===== src/rtl/led_rate_decoder_if.sv =====
// led_rate_decoder_if: LED input, enable and decoded-rate outputs of the rate decoder.
interface led_rate_decoder_if #(parameter int c_width = 32);
  logic i_enable;
  logic i_led;
  logic o_select0;
  logic o_select1;
  logic o_valid;
  logic o_error;
  logic [c_width-1:0] o_half_period;
  modport master(output i_enable, i_led, input o_select0, o_select1, o_valid, o_error, o_half_period);
  modport slave(input i_enable, i_led, output o_select0, o_select1, o_valid, o_error, o_half_period);
endinterface


===== src/rtl/led_rate_decoder.sv =====
// led_rate_decoder: recovers the blinker select code from the measured LED half-period.
module led_rate_decoder #(
  parameter int c_max_count_1Hz = 25000000,
  parameter int c_max_count_5Hz = 5000000,
  parameter int c_max_count_10Hz = 2500000,
  parameter int c_max_count_20Hz = 1250000,
  parameter int c_tol = 2,
  parameter int c_width = 32
) (
  input logic i_clk,
  input logic i_rst_n,
  led_rate_decoder_if.slave bus
);
  typedef enum logic [1:0] {IDLE, MEASURE, CONFIRM, LOCKED} state_t;
  localparam longint c_timeout = longint'(c_max_count_1Hz) + c_tol + 1;
  state_t state_q;
  logic s1_q, s2_q, s3_q, e_q;
  logic [c_width-1:0] cnt_q, cnt_d, n, half_q;
  logic [1:0] cand_q, sel_q, code;
  logic valid_q, err_q, any, to;
  function automatic logic hit(input logic [c_width-1:0] v, input int nom);
    return longint'(v) + c_tol >= longint'(nom) && longint'(v) <= longint'(nom) + c_tol;
  endfunction
  // n is the edge-to-edge distance the current cycle would close if e is high
  always_comb begin
    n = &cnt_q ? cnt_q : cnt_q + 1'b1;
    cnt_d = e_q ? '0 : n;
    code = hit(n, c_max_count_20Hz) ? 2'd3 : hit(n, c_max_count_10Hz) ? 2'd2 :
           hit(n, c_max_count_5Hz) ? 2'd1 : 2'd0;
    any = hit(n, c_max_count_20Hz) | hit(n, c_max_count_10Hz) | hit(n, c_max_count_5Hz) | hit(n, c_max_count_1Hz);
    to = longint'(n) >= c_timeout;
  end
  always_ff @(posedge i_clk or negedge i_rst_n)
    if (!i_rst_n) begin
      {s1_q, s2_q, s3_q, e_q} <= '0;
      cnt_q <= '0;
    end else begin
      s1_q <= bus.i_led;
      s2_q <= s1_q;
      s3_q <= s2_q;
      e_q <= s2_q ^ s3_q;
      cnt_q <= bus.i_enable ? cnt_d : '0;
    end
  always_ff @(posedge i_clk or negedge i_rst_n)
    if (!i_rst_n) begin
      state_q <= IDLE;
      {cand_q, sel_q, valid_q, err_q} <= '0;
      half_q <= '0;
    end else if (!bus.i_enable) begin
      state_q <= IDLE;
      {cand_q, sel_q, valid_q, err_q} <= '0;
      half_q <= '0;
    end else begin
      err_q <= 1'b0;
      if (e_q && state_q != IDLE) half_q <= n;
      case (state_q)
        IDLE: if (e_q) state_q <= MEASURE;
        MEASURE: if (e_q) begin
          if (any) begin
            cand_q <= code;
            state_q <= CONFIRM;
          end else err_q <= 1'b1;
        end
        CONFIRM: if (e_q) begin
          if (!any) begin
            err_q <= 1'b1;
            state_q <= MEASURE;
          end else if (code == cand_q) begin
            sel_q <= code;
            valid_q <= 1'b1;
            state_q <= LOCKED;
          end else cand_q <= code;
        end
        LOCKED: if (e_q) begin
          if (!any) begin
            valid_q <= 1'b0;
            err_q <= 1'b1;
            state_q <= MEASURE;
          end else if (code != cand_q) begin
            valid_q <= 1'b0;
            cand_q <= code;
            state_q <= CONFIRM;
          end
        end
        default: state_q <= IDLE;
      endcase
      // a line that stops toggling drops lock and restarts acquisition
      if (!e_q && to && state_q != IDLE) begin
        valid_q <= 1'b0;
        err_q <= 1'b1;
        state_q <= IDLE;
      end
    end
  assign bus.o_select0 = sel_q[0];
  assign bus.o_select1 = sel_q[1];
  assign bus.o_valid = valid_q;
  assign bus.o_error = err_q;
  assign bus.o_half_period = half_q;
endmodule


===== src/flat_wrapper.sv =====
// flat-port wrapper written by rule: the top's interface ports become plain ports
module led_rate_decoder_flat 
#(
  parameter int c_max_count_1Hz = 25000000,
  parameter int c_max_count_5Hz = 5000000,
  parameter int c_max_count_10Hz = 2500000,
  parameter int c_max_count_20Hz = 1250000,
  parameter int c_tol = 2,
  parameter int c_width = 32
)
  (i_clk, i_rst_n, bus_i_enable, bus_i_led, bus_o_select0, bus_o_select1, bus_o_valid, bus_o_error, bus_o_half_period);
  led_rate_decoder_if #(.c_width(c_width)) bus_i ();
  input logic i_clk;
  input logic i_rst_n;
  input wire logic [$bits(bus_i.i_enable)-1:0] bus_i_enable;
  input wire logic [$bits(bus_i.i_led)-1:0] bus_i_led;
  output wire logic [$bits(bus_i.o_select0)-1:0] bus_o_select0;
  output wire logic [$bits(bus_i.o_select1)-1:0] bus_o_select1;
  output wire logic [$bits(bus_i.o_valid)-1:0] bus_o_valid;
  output wire logic [$bits(bus_i.o_error)-1:0] bus_o_error;
  output wire logic [$bits(bus_i.o_half_period)-1:0] bus_o_half_period;
  assign bus_i.i_enable = bus_i_enable;
  assign bus_i.i_led = bus_i_led;
  assign bus_o_select0 = bus_i.o_select0;
  assign bus_o_select1 = bus_i.o_select1;
  assign bus_o_valid = bus_i.o_valid;
  assign bus_o_error = bus_i.o_error;
  assign bus_o_half_period = bus_i.o_half_period;
  led_rate_decoder #(.c_max_count_1Hz(c_max_count_1Hz), .c_max_count_5Hz(c_max_count_5Hz), .c_max_count_10Hz(c_max_count_10Hz), .c_max_count_20Hz(c_max_count_20Hz), .c_tol(c_tol), .c_width(c_width)) u_core (.i_clk(i_clk), .i_rst_n(i_rst_n), .bus(bus_i));
endmodule

===== config.mk =====
export PLATFORM = sky130hd
export DESIGN_NAME = led_rate_decoder_flat
export DESIGN_NICKNAME = d
export VERILOG_FILES = /design/src/rtl/led_rate_decoder_if.sv /design/src/rtl/led_rate_decoder.sv /design/src/flat_wrapper.sv
export SDC_FILE = /design/constraint.sdc
export NUM_CORES = 1
export LEC_CHECK = 0
export BUFFER_PORTS_ARGS = -buffer_cell sky130_fd_sc_hd__buf_2
export CORE_MARGIN = 2
export CORE_UTILIZATION = 55
export DETAILED_ROUTE_END_ITERATION = 7
export GPL_ROUTABILITY_DRIVEN = 0
export PLACE_DENSITY_LB_ADDON = 0.1
export SYNTH_ARGS = -nofsm -noshare
export SYNTH_HDL_FRONTEND = slang
export SYNTH_SLANG_ARGS = --single-unit

===== constraint.sdc =====
create_clock -name i_clk -period 6.68 [get_ports i_clk]
set_input_delay 1.336 -clock i_clk [delete_from_list [all_inputs] [get_ports i_clk]]
set_output_delay 1.336 -clock i_clk [all_outputs]
set_load 0.03 [all_outputs]

=== Word level (Yosys, flattened, before mapping) ===
Index checks and enable logic that the tools add are counted.

* Flip-flop bits (word level): 76
* ROM bits: 0
* Bits of input ports: 4
* Latch bits: 0
* Bits in writable memories: 0
* Memories kept: 0
* Word-level logic and storage cells: 120

* Multipliers: 0
* Divide/modulo/power cells: 0
* Magnitude comparators: 9
* Eq/ne operators: 29
* Mux-type cells: 49
* Bitwise logic cells: 4
* Shift operators: 0
* Add/subtract/negate cells: 2
* Reduce and logical (&&, ||, !) cells: 16

{| class="wikitable"
|+ Operators by type and width
! operator !! number
|-
| two-way mux 32 bit || 5
|-
| >= comparator 64 x 22 -> 1 bit, second input constant || 1
|-
| >= comparator 64 x 23 -> 1 bit, second input constant || 1
|-
| >= comparator 64 x 24 -> 1 bit, second input constant || 1
|-
| >= comparator 64 x 26 -> 1 bit, second input constant || 1
|-
| two-way mux 2 bit || 27
|-
| adder 32 x 2 -> 33 bit, second input constant || 1
|-
| adder 32 x 1 -> 32 bit, second input constant || 1
|-
| >= comparator 32 x 25 -> 1 bit, second input constant || 1
|-
| less-or-equal comparator 32 x 21 -> 1 bit, second input constant || 1
|-
| less-or-equal comparator 32 x 22 -> 1 bit, second input constant || 1
|-
| less-or-equal comparator 32 x 23 -> 1 bit, second input constant || 1
|-
| less-or-equal comparator 32 x 25 -> 1 bit, second input constant || 1
|-
| AND reduction 32 bit || 1
|-
| inequality test 4 x 2 -> 1 bit, second input constant || 7
|-
| inequality test 3 x 2 -> 1 bit, second input constant || 7
|-
| two-way mux 1 bit || 14
|-
| inequality test 2 x 1 -> 1 bit, second input constant || 5
|-
| inequality test 5 bit, second input constant || 2
|-
| AND reduction 9 bit || 1
|-
| inequality test 4 x 1 -> 1 bit, second input constant || 2
|-
| one-hot mux 2 bit (4 select lines) || 1
|-
| logical AND 1 bit || 7
|-
| AND reduction 7 bit || 1
|-
| 15 further kinds || 18
|}

=== Depth between registers and ports, before layout ===
* Depth after elaboration: 15
* Mapped depth: 22
* Depth with buffers taken out: 19

=== Worst setup path after synthesis ===
OpenSTA, ideal clock, no wires.

* Kind: register -> register
* Start point: reg u_core.cnt_q[0]
* End point: reg u_core.sel_q[1]
* Path buffers: 2
* Period minus slack after synthesis: 5.186 ns
* Library setup time: 0.120 ns
* Path slack: 1.494 ns
* Stages on the path, launching flop included: 22
* Data arrival time: 5.065 ns
* Cells stage by stage: dfrtp_1 -> ha_1 -> nand2_1 -> nor4_4 -> and4_1 -> clkbuf_1 -> mux2i_1 -> inv_1 -> ha_1 -> nand2_1 -> o311ai_2 -> nand4_1 -> clkbuf_1 -> nor4_2 -> xnor2_1 -> nor4_1 -> nand3_1 -> a21oi_1 -> o21bai_1 -> xor2_1 -> or4_1 -> o211a_1

* Word-level cells in the longest chain between the ends: 12

{| class="wikitable"
|+ Ends and longest elaborated chain
! item !! line !! text
|-
| start: declaration || led_rate_decoder.sv:18 || <nowiki>logic [c_width-1:0] cnt_q, cnt_d, n, half_q;</nowiki>
|-
| start signal: assignment || led_rate_decoder.sv:42 || <nowiki>cnt_q <= bus.i_enable ? cnt_d : '0;</nowiki>
|-
| adder 32 x 1 -> 32 bit / AND reduction 32 bit (equally long branches) || led_rate_decoder.sv:26 || <nowiki>n = &cnt_q ? cnt_q : cnt_q + 1'b1;</nowiki>
|-
| two-way mux 32 bit (*) || led_rate_decoder.sv:26 ||
|-
| adder 32 x 2 -> 33 bit || led_rate_decoder.sv:22 || <nowiki>return longint'(v) + c_tol >= longint'(nom) && longint'(v) <= longint'(nom) + c_tol;</nowiki>
|-
| >= comparator 64 x 23 -> 1 bit || led_rate_decoder.sv:22 ||
|-
| logical AND 1 bit || led_rate_decoder.sv:22 ||
|-
| two-way mux 2 bit (2 in a row) || led_rate_decoder.sv:28 || <nowiki>code = hit(n, c_max_count_20Hz) ? 2'd3 : hit(n, c_max_count_10Hz) ? 2'd2 :</nowiki>
|-
| two-way mux 2 bit || led_rate_decoder.sv:68 || <nowiki>end else if (code == cand_q) begin</nowiki>
|-
| two-way mux 2 bit || led_rate_decoder.sv:65 || <nowiki>if (!any) begin</nowiki>
|-
| two-way mux 2 bit || led_rate_decoder.sv:64 || <nowiki>CONFIRM: if (e_q) begin</nowiki>
|-
| two-way mux 2 bit || led_rate_decoder.sv:56 || <nowiki>case (state_q)</nowiki>
|-
| two-way mux 2 bit || led_rate_decoder.sv:49 || <nowiki>end else if (!bus.i_enable) begin</nowiki>
|-
| end signal: assignment || led_rate_decoder.sv:69 || <nowiki>sel_q <= code;</nowiki>
|-
| end: declaration || led_rate_decoder.sv:19 || <nowiki>logic [1:0] cand_q, sel_q, code;</nowiki>
|}

Mark *: on every way between the ends. The rest lies on a longest branch, timed or not. The select of a mux whose other input is x is not followed.
A chain may end at the register's enable or synchronous reset.

=== Worst setup path in the final report ===
* Start point: reg u_core.cnt_q[1]
* End point: reg u_core.sel_q[1]

The elaborated chain is that of the path after synthesis.

==> impl_metrics.tcl <==
set metrics [dict create \
    nets 764 \
    synth_fa_ha_area_share_pct 0.626 \
    grt_pass1_vias 5869 \
    status "completed" \
    fin_crit_sh_pct 92.8 \
    worstSetupPathType "register to register" \
    synth-seq-cells 76 \
    power_mw 0.972 \
    synth_xor_area_share_pct 6.97 \
    avgRoutedWirePerCell_microns 21.2 \
    cts_setup_buffers 0 \
    power.density_nw_per_um2 149 \
    drtAntennaViolNets 0 \
    synthMuxAreaShare_pct 0.856 \
    dieArea_sq_um 11800 \
    insertedDiodeCount 0 \
    clock_sinks 76 \
    synth_compound_area_share_pct 22.5 \
    row_count 38 \
    finalMaxSlewViolations 0 \
    io_pins 40 \
    vias 6162 \
    critical_path_required_ps 6940 \
    synth_area_sq_um 6000 \
    reg2reg_slack_ps 480 \
    layout-drive-gt1-share_pct 14.3 \
    reg2reg_depth 20 \
    remaining_drc_errors 0 \
    period_needed_ps 6200 \
    synth_edf_count 0 \
    first_iter_violations 952 \
    grt_pass1_wl_microns 30700 \
    dp_hpwl_microns 13700 \
    numPortBuffers 39 \
    tritoncts "done" \
    cts_buffer_depth 2 \
    synthFlopType "dfrtp_1" \
    skew_ps 23.4 \
    antenna_found_initial 0 \
    hold_slack_ps 367 \
    synth-simple-area-share_pct 33.6 \
    min_path_cells 0 \
    start_kind "register" \
    switching_power_mw 0.313 \
    via_per_inst 6.83 \
    grt_max_degree 77 \
    syn_avg_cell_area_sq_um 8.16 \
    routed_wirelength_microns 19100 \
    path_clk_slew_ps 110 \
    clkLatencyLatePin_ps 390 \
    root_buffer "clkbuf_8" \
    synthArstFlopShare_pct 100 \
    setup_tns_ps 0 \
    gr-total-overflow 0 \
    ir_drop_v 0.000148 \
    seqPwrFrac_pct 50.6 \
    synth_nets 742 \
    dieWidth_microns 108 \
    power.share.combinational_pct 12.6 \
    relSlewSlack_pct 27.0 \
    swShare_pct 32.2 \
    drv_cap 0 \
    die_h_microns 108 \
    final-hold-violation-count 0 \
    power_leakage_nw 2.87 \
    setup_viol 0 \
    yosysWarnings 0 \
    initial_core_util_pct 55.8 \
    post-route-util_pct 60.7 \
    drt-pass1-iter-count 6 \
    hold_class "register to register" \
    cts_buffers 9 \
    ys_seq_area_share_pct 31.7 \
    core_area_sq_um 10700 \
    rsz0062_at_grt "no" \
    p_clk_share_pct 36.8 \
    internal_power_mw 0.659 \
    synthCells 735 \
    tightest_slew_ps 1090 \
    synth_cell_types 80 \
    grtUsageTotal_pct 33.6 \
    fmax_mhz 161 \
    syn_to_final_growth_pct 8.85 \
    critPathCaptureType "register" \
    cp.arrival_ps 6460 \
    critPathMaxFanout 14 \
    synth_top_family_by_area "simple AND/OR/NAND/NOR gates" \
    h-tree-depth 3 \
]
## worst max-delay path, cell delays in order, from the launching register on
cell and delay [ps]:
dfrtp_1 570, ha_2 410, nand2_1 290, nor4_4 560, and4_1 300, mux2i_1 150, inv_1 130, ha_1 260
nand2_1 120, o311ai_4 440, nand4_1 160, buf_4 240, nor4_2 400, xnor2_1 200, nor4_1 320, nand3_1 130
a21oi_1 230, o21bai_1 150, xor2_1 230, or4_1 570, o211a_1 220
## registers in the layout (all words and copies together), names as in the netlist
register and flops:
u_core.bus.o_half_period 32, u_core.s3_q 1, u_core.bus.o_valid 1, u_core.sel_q 2
u_core.bus.o_error 1, u_core.cand_q 2, u_core.s1_q 1, u_core.s2_q 1
u_core.e_q 1, u_core.state_q 2, u_core.cnt_q 32
## synthesized netlist by cell type (all sizes together) (5+ instances only)
master	number	area [sq um]
a211oi	6	45.0
clkbuf	36	135
o21ai	41	209
dfrtp	76	1900
o31a	6	52.6
or2	5	31.3
nor4	21	165
nand3b	8	60.1
o211a	32	320
xor2	15	139
nor2	66	248
a31oi	5	31.3
xnor2	31	279
o21a	8	60.1
nand3	33	183
o211ai	10	80.1
inv	9	33.8
and4	6	52.6
buf	12	58.8
or3	13	81.3
or4	12	93.8
and3	8	50.1
nor3	41	215
nand2	82	315
and2	18	113
nand2b	9	56.3
nand4	25	171
a21oi	30	150
## cell usage in the layout (no fill, tap or decap), drive strengths merged, types with 6 or more instances in the layout
master and count:
nand2 82, dfrtp 76, nor2 66, buf 59, nor3 41, o21ai 41, nand3 33, o211a 32
xnor2 31, a21oi 30, nand4 25, nor4 21, and2 18, xor2 15, inv 14, or3 13
or4 12, o211ai 10, nand2b 9, clkbuf 9, and3 8, o21a 8, nand3b 8, and4 6
a211oi 6, o31a 6
## through the flow
step	instances	area, sq um	setup WS (ps)
after global placement	886	6320	776
after detailed placement	886	6320	491
after CTS	902	6510	421
after global routing	902	6530	100
after floorplan	735	6000	1490
final	902	6530	480
## power groups by stage
stage	logic, mW	registers (mW)	clock network [mW]
floorplan	0.0543	0.527	0
global placement	0.120	0.500	0
detailed placement	0.123	0.501	0
CTS	0.123	0.492	0.366
global route	0.134	0.495	0.384
finish	0.122	0.492	0.358
## repair_timing
item	4_1_cts	5_1_grt
setup endpoints to repair	0	3
gates resized for setup	0	2
hold buffers	0	0
## per-layer routing
metal  track usage (%)  wire (microns)  share of wire (%)  vias to the layer above
met2              52.1            8630                 45                      348
met1              45.1            7840                 41                     2928
met3              8.08            1920                 10                       85
met4              13.9             738                3.9                        0
li1                  -               -                  -                     2801
met5                 0               0                  0                        -
## worst paths after layout
| kind | endpoint | from |
|---|---|---|
| worst min-delay path | u_core.s2_q$_DFF_PN0_ | u_core.s1_q$_DFF_PN0_ |
| worst max-delay path | u_core.sel_q[1]$_DFFE_PN0P_ | u_core.cnt_q[1]$_DFF_PN0_ |
| min in group asynchronous | u_core.cnt_q[11]$_DFF_PN0_ | i_rst_n |
| worst max register to register | u_core.sel_q[1]$_DFFE_PN0P_ | u_core.cnt_q[1]$_DFF_PN0_ |
| worst min register to register | u_core.s2_q$_DFF_PN0_ | u_core.s1_q$_DFF_PN0_ |
| max in group asynchronous | u_core.bus.o_half_period[25]$_DFFE_PN0P_ | i_rst_n |
## kinds of logic (layout without fill, tap and decap cells)
family | Yosys count | in the layout
simple gates | 368 | 368
compound gates | 180 | 180
flops | 76 | 76
buf+inv | 57 | 84
xor+xnor | 46 | 46
mux | 5 | 5
fa+ha+maj | 3 | 3
## final cells by class
| type | count | area, sq um |
|---|---|---|
| Clock inverter | 7 | 65.1 |
| Inverter | 9 | 33.8 |
| Fill cell | 1027 | 4220 |
| Sequential cell | 76 | 1900 |
| Multi-Input combinational cell | 602 | 3880 |
| Tap cell | 140 | 175 |
| Timing Repair Buffer | 59 | 348 |
| Clock buffer | 9 | 124 |
Note: power is estimated with default switching activity, not from simulation.
